`config.mk`:
```
export PLATFORM = sky130hd
export DESIGN_NAME = seg_scan_decoder
export DESIGN_NICKNAME = d
export VERILOG_FILES = /design/src/rtl/seg_scan_decoder.sv
export SDC_FILE = /design/constraint.sdc
export NUM_CORES = 1
export LEC_CHECK = 0
export CAP_MARGIN = 20
export CORE_UTILIZATION = 55
export DETAILED_ROUTE_END_ITERATION = 8
export PLACE_DENSITY_LB_ADDON = 0.15
export SETUP_SLACK_MARGIN = 0.05
export SYNTH_ARGS = -nofsm -noshare
export SYNTH_HDL_FRONTEND = slang
export SYNTH_SLANG_ARGS = --single-unit
export TNS_END_PERCENT = 1
```
`constraint.sdc`:
```
create_clock -name clk -period 2.6 [get_ports clk]
set_clock_uncertainty 0.15 [all_clocks]
set_input_delay 0.26 -clock clk [delete_from_list [all_inputs] [get_ports clk]]
set_output_delay 0.26 -clock clk [all_outputs]
set_load 0.01 [all_outputs]
```
`src/rtl/seg_scan_decoder.sv`:
```
// Seven-segment scan decoder: samples a multiplexed active-low segment bus, debounces each
// digit strobe, decodes digits into BCD slots and presents complete four-digit frames on a
// valid/ready interface. A frame that completes while the previous one is still unconsumed
// is dropped and flagged in a sticky overrun bit.
module seg_scan_decoder #(
    parameter int unsigned STABLE_CYCLES = 4,
    parameter int unsigned NUM_DIGITS    = 4
) (
    input  logic                    clk,
    input  logic                    rst_n,      // active-high synchronous reset
    input  logic [6:0]              seg_in,
    input  logic [NUM_DIGITS-1:0]   dig_sel,
    output logic [4*NUM_DIGITS-1:0] bcd_out,
    output logic                    out_valid,
    input  logic                    out_ready,
    output logic                    frame_err,
    output logic                    overrun
);

    localparam logic [7:0] L_STABLE = 8'(STABLE_CYCLES);

    typedef enum logic {StCollect, StPresent} state_t;

    logic [6:0]              r_seg, r_seg_prev;
    logic [NUM_DIGITS-1:0]   r_sel, r_sel_prev;
    logic [7:0]              r_cnt;
    logic [4*NUM_DIGITS-1:0] r_slot;
    logic [NUM_DIGITS-1:0]   r_mark, r_err;
    logic [4*NUM_DIGITS-1:0] r_bcd;
    logic                    r_frame_err, r_overrun;
    state_t                  r_state;

    logic                    w_same, w_onehot, w_accept, w_full, w_bad;
    logic [7:0]              w_cnt_next;
    logic [3:0]              w_nib;
    logic [NUM_DIGITS-1:0]   w_accept_mask;

    // Stability tracking on the registered sample pair.
    always_comb begin
        w_same = (r_seg == r_seg_prev) && (r_sel == r_sel_prev);
        if (!w_same) begin
            w_cnt_next = 8'd1;
        end else if (r_cnt == L_STABLE) begin
            w_cnt_next = L_STABLE;
        end else begin
            w_cnt_next = r_cnt + 8'd1;
        end
        w_onehot      = (r_sel != '0) && ((r_sel & (r_sel - 1'b1)) == '0);
        // Accept only on the transition into the stable count, never while saturated.
        w_accept      = w_same && (r_cnt == L_STABLE - 8'd1) && w_onehot;
        w_accept_mask = w_accept ? r_sel : '0;
        w_full        = &r_mark;
    end

    // Active-low segment pattern to BCD; anything unrecognised is 4'hF and flagged.
    always_comb begin
        w_bad = 1'b0;
        unique case (r_seg)
            7'b1000000: w_nib = 4'd0;
            7'b1111001: w_nib = 4'd1;
            7'b0100100: w_nib = 4'd2;
            7'b0110000: w_nib = 4'd3;
            7'b0011001: w_nib = 4'd4;
            7'b0010010: w_nib = 4'd5;
            7'b0000010: w_nib = 4'd6;
            7'b1111000: w_nib = 4'd7;
            7'b0000000: w_nib = 4'd8;
            7'b0011000: w_nib = 4'd9;
            default: begin
                w_nib = 4'hF;
                w_bad = 1'b1;
            end
        endcase
    end

    // Input sampling and stability counter.
    always_ff @(posedge clk) begin
        if (rst_n) begin
            r_seg      <= '0;
            r_sel      <= '0;
            r_seg_prev <= '0;
            r_sel_prev <= '0;
            r_cnt      <= '0;
        end else begin
            r_seg      <= seg_in;
            r_sel      <= dig_sel;
            r_seg_prev <= r_seg;
            r_sel_prev <= r_sel;
            r_cnt      <= w_cnt_next;
        end
    end

    // Slot collection and COLLECT/PRESENT frame FSM with registered outputs.
    always_ff @(posedge clk) begin
        if (rst_n) begin
            r_slot      <= '0;
            r_mark      <= '0;
            r_err       <= '0;
            r_bcd       <= '0;
            r_frame_err <= 1'b0;
            r_overrun   <= 1'b0;
            r_state     <= StCollect;
        end else begin
            for (int i = 0; i < NUM_DIGITS; i++) begin
                if (w_accept_mask[i]) begin
                    r_slot[4*i +: 4] <= w_nib;
                end
            end
            // A completed frame releases its marks; a same-cycle acceptance still lands.
            r_mark <= (w_full ? '0 : r_mark) | w_accept_mask;
            r_err  <= ((w_full ? '0 : r_err) & ~w_accept_mask) |
                      (w_bad ? w_accept_mask : '0);

            unique case (r_state)
                StCollect: begin
                    if (w_full) begin
                        r_bcd       <= r_slot;
                        r_frame_err <= |r_err;
                        r_state     <= StPresent;
                    end
                end
                StPresent: begin
                    if (w_full) begin
                        if (out_ready) begin
                            r_bcd       <= r_slot;
                            r_frame_err <= |r_err;
                        end else begin
                            // Consumer still holds the old frame: drop the new one.
                            r_overrun <= 1'b1;
                        end
                    end else if (out_ready) begin
                        r_state <= StCollect;
                    end
                end
                default: r_state <= StCollect;
            endcase
        end
    end

    assign bcd_out   = r_bcd;
    assign out_valid = (r_state == StPresent);
    assign frame_err = r_frame_err;
    assign overrun   = r_overrun;

endmodule

```
# After elaboration in Yosys (flattened, before gate mapping)
# Index checks and enable logic that the tools add are counted.
[classes] addsub=2 eq_ne=16 muxes=19 n_bitwise=8 n_reduce_logical=14
[op_table] cell="$mux 16" n=3
[op_table] cell="$pmux 4 s10" n=1
[op_table] cell="$pmux 16 s2" n=1
[op_table] cell="$eq 7x5->1 const B" n=3
[op_table] cell="$eq 7x7->1 const B" n=3
[op_table] cell="$mux 4" n=4
[op_table] cell="$eq 7x6->1 const B" n=2
[op_table] cell="$reduce_or 10->1" n=1
[op_table] cell="$add 8x1->8 const B" n=1
[op_table] cell="$and 4x4->4" n=2
[op_table] cell="$eq 8x2->1 const B" n=1
[op_table] cell="$eq 8x3->1 const B" n=1
[op_table] cell="$or 4x4->4" n=2
[op_table] cell="$eq 7x2->1 const B" n=1
[op_table] cell="$eq 7x7->1" n=1
[op_table] cell="$logic_not 7->1" n=1
[op_table] cell="$mux 1" n=7
[op_table] cell="$reduce_and 6->1" n=1
[op_table] cell="$eq 4x4->1" n=1
[op_table] cell="$logic_and 1x1->1" n=4
[op_table] cell="$logic_not 4->1" n=1
[op_table] cell="$ne 2x2->1 const B" n=2
[op_table] cell="$not 4->4" n=1
[op_table] cell="$pmux 1 s2" n=2
[op_table] cell="other kinds (10)" n=12
[totals] reg_bits=73 in_bits=14 output_inout_bits=19

# Logic depth before layout (Yosys ltp)
# Gate-level depths: netlist of run 1.
[logic_depth] ltp_word=9 mapped_depth=8 depth_no_buf=6

# Least setup slack after synthesis of run 1
# Ideal clock, no wire load.
[synth_path] path_type="reg2reg" startpoint="reg r_cnt[5]" endpoint="reg r_slot[15]" setup_time_ns=0.128 arrival_ns=1.730 setup_slack_ns=0.593 path_stages_with_launch=8 n_path_buf=1 cell_sequence="dfxtp_1 -> or4_4 -> nor4b_2 -> o211a_1 -> buf_6 -> nand3_4 -> mux2i_1 -> nor2_1"
[synth_via] elab_chain_len=4
[synth_rtl] element="start: declaration" line_no="26" source="logic [7:0] r_cnt;"
[synth_rtl] element="start signal: assignment" line_no="89" source="r_cnt <= w_cnt_next;"
[synth_rtl] element="$eq 8x2->1" line_no="50" source="w_accept = w_same && (r_cnt == L_STABLE - 8'd1) && w_onehot;"
[synth_rtl] element="$logic_and 1x1->1 (2 in a row)" line_no="50"
[synth_rtl] element="$mux 4" line_no="51" source="w_accept_mask = w_accept ? r_sel : '0;"
[synth_rtl] element="end signal: indexed assignment" line_no="106" source="r_slot[4*i +: 4] <= w_nib;"
[synth_rtl] element="end: declaration" line_no="27" source="logic [4*NUM_DIGITS-1:0] r_slot;"
# Every way passes these cells.
# A chain may end at the register's enable or synchronous reset.

# Final worst setup path of run 1
[layout_path] startpoint="reg r_cnt[5]" endpoint="reg r_slot[9]"
# The elaborated chain is that of the path after synthesis.

==> flow_summary.toml, run 1 <==
[clocking]
cts.reportedPaths.clkPinSlew_ps = 70
root_buffer = "sky130_fd_sc_hd__clkbuf_8"
post_cts_buffers = 0
postCtsHoldBufs = 0
clock_sink_count = 73
cts-htree-levels = 3
ctsResizeCount = 0
tritoncts = "yes"
tritoncts.num_buffers = 9
clk_path_buf_depth = 2
insertion_delay_ps = 340

[min_path]
worst_hold_startpoint = "rst_n"
min_delay_path_depth = 2
whs_endpoint = "r_sel[2]"
timing.hold.worst.class = "input port to flip-flop"

[routing]
vias_per_cell = 5.18
vias = 2197
drtAntennaViolNets = 0
drcViolationCount = 0
drtIter0Drc = 94
drt_pass1_iterations = 4
routed_wire_length_per_instance_um = 12.8
detail_route.wirelength_um = 5420

[critical_path]
reg2reg_slack_ps = 390
path_class = "flip-flop to flip-flop"
critical_register_to_register_path_startpoint = "r_cnt[5]"
rr_worst_depth = 7
worstReg2RegEnd = "r_slot[9]"
cp_data_arrival_time_ps = 2280
critical_path_peak_fanout = 9
cp-start-kind = "flip-flop"
critPathCaptureType = "flip-flop"
worst-endpoint-required_ps = 2670

[synth]
ys_types = 44
dominantRegCellSynth = "sky130_fd_sc_hd__dfxtp_1"
synth_area_leader = "sky130_fd_sc_hd__dfxtp_1"
syn_area_um2 = 2960
ys_seq_elements = 73
ys.warnings.count = 0
synth_top_cell_area_share_pct = 49.4
most_numerous_cell_in_the_yosys_netlist = "sky130_fd_sc_hd__dfxtp_1"
synth_top_cells_by_count = "sky130_fd_sc_hd__dfxtp_1 (73), sky130_fd_sc_hd__nand2_1 (41), sky130_fd_sc_hd__nor2_1 (32)"
synth_sequential_area_ratio_pct = 49.4
gate_count_of_the_mapped_netlist = 324
synth_fp_nets = 340
synthesis.area_per_instance_um2 = 9.14
synth.top_cells.by_area = "sky130_fd_sc_hd__dfxtp_1 (49%), sky130_fd_sc_hd__xnor2_1 (5.9%), sky130_fd_sc_hd__nand2_1 (5.2%)"
synth_enable_flop_cells = 0
async_reset_ff_share_pct = 0

[flow_run]
timing.max_cap.violations = 0

[power]
clkPwrFrac_pct = 40.4
comb_power_share_pct = 5.5
p_int_mw = 1.68
p_per_area_nw_per_um2 = 615
vdd.ir_drop.worst_mv = 0.455
p_switching_mw = 0.467
share_seq_of_total_power_pct = 54.1
power.leakage_nw = 1.33
switching_share_pct = 21.8
final_total_power_mw = 2.15

[placed_design]
place_ws_ps = 399
dp_hpwl_um = 3750
place_inst = 409
detailed_place.area_um2 = 3300
numPortBuffers = 32
finalWeightedCongestion = 0.823

[sta]
setup_ws_ps = 391
period_minus_slack_ps = 2210
max_clock_freq_mhz = 453
max_slew.worst_pin.slew_ps = 1030
timing_hold_violations_final = 0
report.final.setup_viol = 0
min_period_over_period_pct = 85.0
setup_total_negative_slack_ps = 0
timing.hold.ws_ps = 163
timing.max_slew.rel_slack_pct = 30.9
maxSlewViolCount = 0
grt_setup_unrepaired = "no"

[grt]
globalRouteOverflowTotal = 0
wire_length_of_the_first_global_routing_pass_um = 9090
grt_antenna_before_repair = 0
grt_max_degree = 47
groute.usage.overall_pct = 21.6
first_global_vias = 2023

[finish]
final_core_utilization_pct = 68.0
final_area_um2 = 3490
final_layout_size_suffix_gt1_share_pct = 9.32
diodes = 0
synthToLayoutAreaGrowth_pct = 18.0
fillers = 445
final-instance-count-excl-fill = 424
final_net_count = 366

[die]
boundaryPins = 33
die_w_um = 75.4
start_util_pct = 57.6
std_cell_rows = 26
die_h_um = 75.4
die-area_um2 = 5680
core_area_um2 = 5140

[outcome]
run_status = "finished clean"
metal layers:
layer  up-vias  global-route usage (%)  wire (um)
met2        25                    34.3       2540
met1      1027                    27.5       2620
li1       1135                       -          -
met4         0                    8.85         86
met5         -                       0          0
met3        10                    6.75        180
critical path, cell delays in order (launching register included):
cell	delay [ps]
sky130_fd_sc_hd__dfxtp_1	340
sky130_fd_sc_hd__or4_4	550
sky130_fd_sc_hd__nor4b_2	220
sky130_fd_sc_hd__o211a_1	220
sky130_fd_sc_hd__buf_4	210
sky130_fd_sc_hd__nand3_4	130
sky130_fd_sc_hd__mux2i_1	200
sky130_fd_sc_hd__nor2_1	50
logic make-up after synthesis:
kind of cell    after synthesis  synth area share (%)
simple gates                136                  25.0
flops                        73                  49.4
compound gates               48                  9.64
buf+inv                      31                  4.56
xor+xnor                     22                  6.51
mux                          12                  4.06
fa+ha+maj                     2                 0.845
power by group through the flow:
stage	Sequential [mW]	Combinational [mW]	Clock, mW
after global placement	1.19	0.117	0
after detailed placement	1.19	0.119	0
after global routing	1.16	0.132	0.942
after floorplan	1.17	0.103	0
after CTS	1.16	0.119	0.891
final	1.16	0.118	0.867
registers in the layout, indices dropped and copies added (netlist names), 4 cells and up:
signal and cells:
r_seg_prev 7, r_cnt 8, r_err 4, bcd_out 16, r_mark 4, r_sel_prev 4
r_seg 7, r_sel 4, r_slot 16
area by class of cell:
type	instances	area, um2	area share, %
Tap cell	70	87.6	2.51
Timing Repair Buffer	37	353	10.1
Inverter	9	33.8	0.967
Multi-Input combinational cell	220	1360	39.0
Clock buffer	12	155	4.44
Clock inverter	3	40.0	1.15
Sequential cell	73	1460	41.8
cell usage in the layout, fill, tap and decap left out, types with 2 or more instances in the layout:
cell type	count
sky130_fd_sc_hd__a211oi_1	3
sky130_fd_sc_hd__a21oi_1	27
sky130_fd_sc_hd__a31oi_1	6
sky130_fd_sc_hd__and3_1	3
sky130_fd_sc_hd__buf_4	5
sky130_fd_sc_hd__clkbuf_8	11
sky130_fd_sc_hd__clkdlybuf4s50_1	31
sky130_fd_sc_hd__clkinv_2	2
sky130_fd_sc_hd__dfxtp_1	73
sky130_fd_sc_hd__ha_1	2
sky130_fd_sc_hd__inv_1	9
sky130_fd_sc_hd__mux2i_1	12
sky130_fd_sc_hd__nand2_1	41
sky130_fd_sc_hd__nand2b_1	2
sky130_fd_sc_hd__nand3_1	10
sky130_fd_sc_hd__nand3_4	3
sky130_fd_sc_hd__nand4_1	7
sky130_fd_sc_hd__nor2_1	32
sky130_fd_sc_hd__nor2b_1	22
sky130_fd_sc_hd__nor3_1	3
sky130_fd_sc_hd__o21ai_0	3
sky130_fd_sc_hd__o31ai_1	2
sky130_fd_sc_hd__xnor2_1	20
sky130_fd_sc_hd__xor2_1	2
worst max path at each step:
stage / endpoint / slack, ps / from / depth (start not counted)
2_1_floorplan: r_slot[15] / 590 / r_cnt[5] / 7
3_5_place_dp: r_slot[9] / 400 / r_cnt[5] / 7
3_3_place_gp: r_slot[9] / 440 / r_cnt[5] / 7
6_report: r_slot[9] / 390 / r_cnt[5] / 7
4_1_cts: r_slot[9] / 380 / r_cnt[5] / 7
5_1_grt: r_slot[8] / 140 / r_seg[6] / 6
(Power assumes the default switching activity.)
==> run 2: changes to the inputs <==
CORE_UTILIZATION = 50   (was 55)
clock period = 1.9 ns   (was 2.6 ns; I/O delays follow)
==> run 2 against run 1 <==
Net effect:
- the flow now finishes with violations (negative setup slack)
- non-clock buffer count is 17 higher
- fmax grew 5.4%
- global-route usage down 0.75 points
- via count rose by 3.5%
- critical path depth shrank 1
- final cell count is 4.5% higher
- critical endpoint is now r_err[0]
==> flow_summary.toml, run 2 (synthesized netlist as in run 1, its figures left out) <==
[placed_design]
place_inst = 427
finalWeightedCongestion = 0.798
numPortBuffers = 32
dp_hpwl_um = 3870
place_ws_ps = -234

[critical_path]
cp-start-kind = "flip-flop"
cp-endpoint = "r_err[0]"
critPathSlowestCell = "sky130_fd_sc_hd__or4_4"
critPathCaptureType = "flip-flop"
critical_path_peak_fanout = 7
worstReg2RegEnd = "r_err[0]"
crit_path_cell_trace = "or4_4 -> nor4b_4 -> o211a_1 -> nand3_2 -> nand2b_4 -> a21oi_1"
reg2reg_slack_ps = -200
worst-endpoint-required_ps = 2020
slowest_delay_ps = 550
cp_data_arrival_time_ps = 2220
path_class = "flip-flop to flip-flop"
critical_register_to_register_path_startpoint = "r_cnt[5]"
rr_worst_depth = 6
start_point_of_the_critical_path = "r_cnt[5]"

[clocking]
post_cts_buffers = 0
tritoncts.num_buffers = 9
cts.reportedPaths.clkPinSlew_ps = 70
clock_sink_count = 73
clk_path_buf_depth = 2
cts-htree-levels = 3
insertion_delay_ps = 340
root_buffer = "sky130_fd_sc_hd__clkbuf_8"
tritoncts = "yes"

[routing]
routed_wire_length_per_instance_um = 12.8
drtIter0Drc = 97
vias = 2274
drt_pass1_iterations = 4
drtAntennaViolNets = 0
detail_route.wirelength_um = 5650
drcViolationCount = 0
vias_per_cell = 5.13

[sta]
min_period_over_period_pct = 110
report.final.setup_viol = 24
timing_hold_violations_final = 0
setup_ws_ps = -196
max_slew.worst_pin.slew_ps = 674
grt_setup_unrepaired = "yes"
period_minus_slack_ps = 2100
timing.hold.ws_ps = 243
max_clock_freq_mhz = 477
maxSlewViolCount = 0
timing.max_slew.rel_slack_pct = 55.0

[finish]
fillers = 492
layout.cells.most_common_list = "sky130_fd_sc_hd__dfxtp_1 (68), sky130_fd_sc_hd__nand2_1 (41), sky130_fd_sc_hd__nor2_1 (31), sky130_fd_sc_hd__clkdlybuf4s50_1 (31), sky130_fd_sc_hd__a21oi_1 (27)"
layout_commonest_cell = "sky130_fd_sc_hd__dfxtp_1"
final_net_count = 383
diodes = 0
final_layout_size_suffix_gt1_share_pct = 15.4
final-instance-count-excl-fill = 443
synthToLayoutAreaGrowth_pct = 23.0

[power]
clkPwrFrac_pct = 36.4
share_seq_of_total_power_pct = 56.2
vdd.ir_drop.worst_mv = 0.717
p_per_area_nw_per_um2 = 770
final_total_power_mw = 2.81
comb_power_share_pct = 7.4
p_int_mw = 2.12
power.leakage_nw = 1.41
switching_share_pct = 24.6
p_switching_mw = 0.689

[die]
boundaryPins = 33
die_h_um = 78.9
core_area_um2 = 5610
start_util_pct = 52.8
die-area_um2 = 6230
std_cell_rows = 27
die_w_um = 78.9

[min_path]
timing.hold.worst.class = "input port to flip-flop"
min_delay_path_depth = 2

[outcome]
failed_checks = "negative setup slack"
run_status = "complete, but fails checks"

[flow_run]
timing.max_cap.violations = 0

[grt]
wire_length_of_the_first_global_routing_pass_um = 10100
first_global_vias = 2176
groute.usage.overall_pct = 20.9
grt_max_degree = 64
globalRouteOverflowTotal = 0
grt_antenna_before_repair = 0
==> run 2: cell count changes in the layout (fill, tap and decap cells not counted), moves of 2 or more <==
cell | before | now
sky130_fd_sc_hd__clkbuf_8 | 11 | 9
sky130_fd_sc_hd__clkinv_2 | 2 | 4
sky130_fd_sc_hd__buf_4 | 5 | 19
sky130_fd_sc_hd__dfxtp_2 | 0 | 5
sky130_fd_sc_hd__dfxtp_1 | 73 | 68
sky130_fd_sc_hd__buf_12 | 0 | 2
==> run 2: worst max-delay path: cells and delay by family, from the launching register on <==
| family | cells | cell delay [ps] |
|---|---|---|
| flops | 1 | 310 |
| compound gates | 2 | 370 |
| simple gates | 4 | 1200 |
==> run 2: metal layers <==
layer	vias up	routed length (um)	track usage, %
met5	-	0	0
met4	0	101	8.55
met3	11	239	5.75
met2	49	2640	33.0
met1	1048	2670	26.9
li1	1166	-	-
==> run 2: final cells by class <==
| cell class | count | area (um2) | area share [%] |
|---|---|---|---|
| repair buffers | 54 | 508 | 13.9 |
| clock inverters | 6 | 36.3 | 0.996 |
| well taps | 72 | 90.1 | 2.47 |
| inverters | 9 | 33.8 | 0.928 |
| clock buffers | 9 | 124 | 3.40 |
| flip-flops and latches | 73 | 1470 | 40.3 |
| multi-input cells | 220 | 1380 | 38.0 |
==> run 2: worst min path at each step <==
stage,from,to,slack (ps)
floorplan,seg_in[0],r_seg[0],170
global placement,r_slot[3],bcd_out[3],290
detailed placement,bcd_out[12],bcd_out[12],300
CTS,seg_in[0],r_seg[0],230
global route,seg_in[1],r_seg[1],240
finish,seg_in[0],r_seg[0],240
==> run 2: through the flow <==
step	utilization [%]	area (um2)	setup TNS (ps)
2_1_floorplan	-	2960	-1370
3_3_place_gp	61.5	3450	-5460
3_5_place_dp	61.5	3450	-6890
4_1_cts	64.8	3630	-4010
5_1_grt	64.9	3640	-6020
6_report	64.9	3640	-3540
==> run 2: repair_timing <==
item / CTS / global route
pin swaps: 4 / 5
hold buffers: 1 / 0
gates resized for setup: 5 / 4
setup endpoints to repair: 34 / 30
endpoints found under the hold margin: 3 / 0
==> run 2: power by group through the flow <==
stage,Clock [mW],Sequential (mW),Combinational (mW)
6_report,1.02,1.58,0.207
5_1_grt,1.13,1.58,0.230
3_5_place_dp,0,1.61,0.205
2_1_floorplan,0,1.60,0.141
4_1_cts,1.05,1.58,0.207
3_3_place_gp,0,1.61,0.202
==> run 3: changes to the inputs <==
CELL_PAD_IN_SITES_DETAIL_PLACEMENT = 1   (was not set)
CELL_PAD_IN_SITES_GLOBAL_PLACEMENT = 1   (was not set)
CORE_MARGIN = 4   (was not set)
CORE_UTILIZATION = 38   (was 50)
==> run 3 against run 2 <==
Net effect:
- the flow still finishes with violations (negative setup slack)
- combinational power is 12% higher
- largest power group unchanged
- fmax is 1.7% lower
- die area is 49% higher
==> flow_summary.toml, run 3 (synthesized netlist as in run 1, its figures left out) <==
[routing]
routed_wire_length_per_instance_um = 14.0
vias_per_cell = 4.86
vias = 2337
drt_pass1_iterations = 4
drtAntennaViolNets = 0
drtIter0Drc = 74
drcViolationCount = 0
detail_route.wirelength_um = 6750

[finish]
layout.cells.most_common_list = "sky130_fd_sc_hd__dfxtp_1 (64), sky130_fd_sc_hd__nand2_1 (41), sky130_fd_sc_hd__nor2_1 (31), sky130_fd_sc_hd__clkdlybuf4s50_1 (31), sky130_fd_sc_hd__buf_4 (28)"
layout_commonest_cell = "sky130_fd_sc_hd__dfxtp_1"
final_layout_size_suffix_gt1_share_pct = 19.6
diodes = 0
synthToLayoutAreaGrowth_pct = 29.7
final_net_count = 393

[clocking]
cts.reportedPaths.clkPinSlew_ps = 80
cts-htree-levels = 3
tritoncts = "yes"
root_buffer = "sky130_fd_sc_hd__clkbuf_8"
clock_sink_count = 73
insertion_delay_ps = 360
clk_path_buf_depth = 2
tritoncts.num_buffers = 9

[critical_path]
rr_worst_depth = 7
path_class = "flip-flop to flip-flop"
cp-start-kind = "flip-flop"
critPathCaptureType = "flip-flop"
cp_data_arrival_time_ps = 2260
worst-endpoint-required_ps = 2030
critical_path_peak_fanout = 5

[flow_run]
timing.max_cap.violations = 0

[sta]
max_clock_freq_mhz = 469
maxSlewViolCount = 0
timing.max_slew.rel_slack_pct = 70.7
setup_ws_ps = -233
timing_hold_violations_final = 0
grt_setup_unrepaired = "yes"
setup_total_negative_slack_ps = -4070
min_period_over_period_pct = 112
period_minus_slack_ps = 2130
report.final.setup_viol = 23
max_slew.worst_pin.slew_ps = 437

[grt]
globalRouteOverflowTotal = 0
first_global_vias = 2484
groute.usage.overall_pct = 16.4
grt_antenna_before_repair = 0
grt_max_degree = 62
wire_length_of_the_first_global_routing_pass_um = 11500

[power]
vdd.ir_drop.worst_mv = 0.359
p_per_area_nw_per_um2 = 787
power.leakage_nw = 1.48
p_int_mw = 2.28
share_seq_of_total_power_pct = 52.2
clkPwrFrac_pct = 40.2
p_switching_mw = 0.745
comb_power_share_pct = 7.6
switching_share_pct = 24.7

[die]
die-area_um2 = 9270
std_cell_rows = 31
die_w_um = 96.3
start_util_pct = 40.0
core_area_um2 = 7410
die_h_um = 96.3
boundaryPins = 33

[placed_design]
place_ws_ps = -273
dp_hpwl_um = 4620
finalWeightedCongestion = 0.733
numPortBuffers = 32

[min_path]
timing.hold.worst.class = "input port to flip-flop"
min_delay_path_depth = 2

[outcome]
failed_checks = "negative setup slack"
run_status = "complete, but fails checks"
run 3: changes by cell type in the layout (fill, tap and decap cells not counted), sizes merged:
cell and delta:
buf +10, bufinv +1, clkinv +1, clkinvlp -1
run 3: worst max-delay path, stage by stage (launching register included):
cell and delay, ps:
sky130_fd_sc_hd__dfxtp_2 330, sky130_fd_sc_hd__or4_4 560, sky130_fd_sc_hd__nor4b_4 260, sky130_fd_sc_hd__o211a_4 250, sky130_fd_sc_hd__buf_4 140, sky130_fd_sc_hd__buf_16 100
sky130_fd_sc_hd__a31oi_1 80, sky130_fd_sc_hd__a211oi_2 190
run 3: worst paths after layout:
| path | from | slack [ps] | endpoint |
|---|---|---|---|
| setup / recovery | r_cnt[5] | -230 | r_slot[0] |
| hold / removal | seg_in[6] | 230 | r_seg[6] |
| setup reg to reg | r_cnt[5] | -230 | r_slot[0] |
| hold reg to reg | r_slot[6] | 300 | bcd_out[6] |
run 3: metal layers:
metal	global-route usage (%)	vias to the layer above	wire (um)
met5	0	-	0
met1	20.6	1109	3080
li1	-	1187	-
met3	3.91	12	214
met2	26.3	29	3300
met4	8.06	0	149
run 3: per-stage QoR:
step	power [mW]	cell area (um2)	hold slack, ps	utilization [%]	instances
detailed placement	1.84	3540	300	47.8	462
global placement	1.83	3540	294	47.8	462
CTS	3.06	3810	219	51.5	481
floorplan	1.74	2960	168	-	324
finish	3.02	3840	226	51.8	481
global route	3.15	3840	219	51.8	481
run 3: power by group through the flow:
| stage | Clock [mW] | Sequential (mW) | Combinational, mW |
|---|---|---|---|
| finish | 1.21 | 1.58 | 0.231 |
| detailed placement | 0 | 1.61 | 0.226 |
| CTS | 1.25 | 1.57 | 0.233 |
| global route | 1.31 | 1.58 | 0.255 |
| global placement | 0 | 1.61 | 0.220 |
| floorplan | 0 | 1.60 | 0.141 |
run 3: cell type report:
cell class | instances | area, um2
clock inverters | 7 | 71.3
inverters | 9 | 33.8
flip-flops and latches | 73 | 1470
well taps | 99 | 124
repair buffers | 64 | 603
multi-input cells | 220 | 1410
fillers | 867 | 3570
clock buffers | 9 | 124
run 3: repair_timing:
item                                    CTS  global route
hold buffers                              1             0
endpoints found under the setup margin   41            31
gates cloned                              1             0
resized for setup                         7            12
pin swaps                                 3             6
buffers inserted                          1             0
endpoints found under the hold margin     5             0
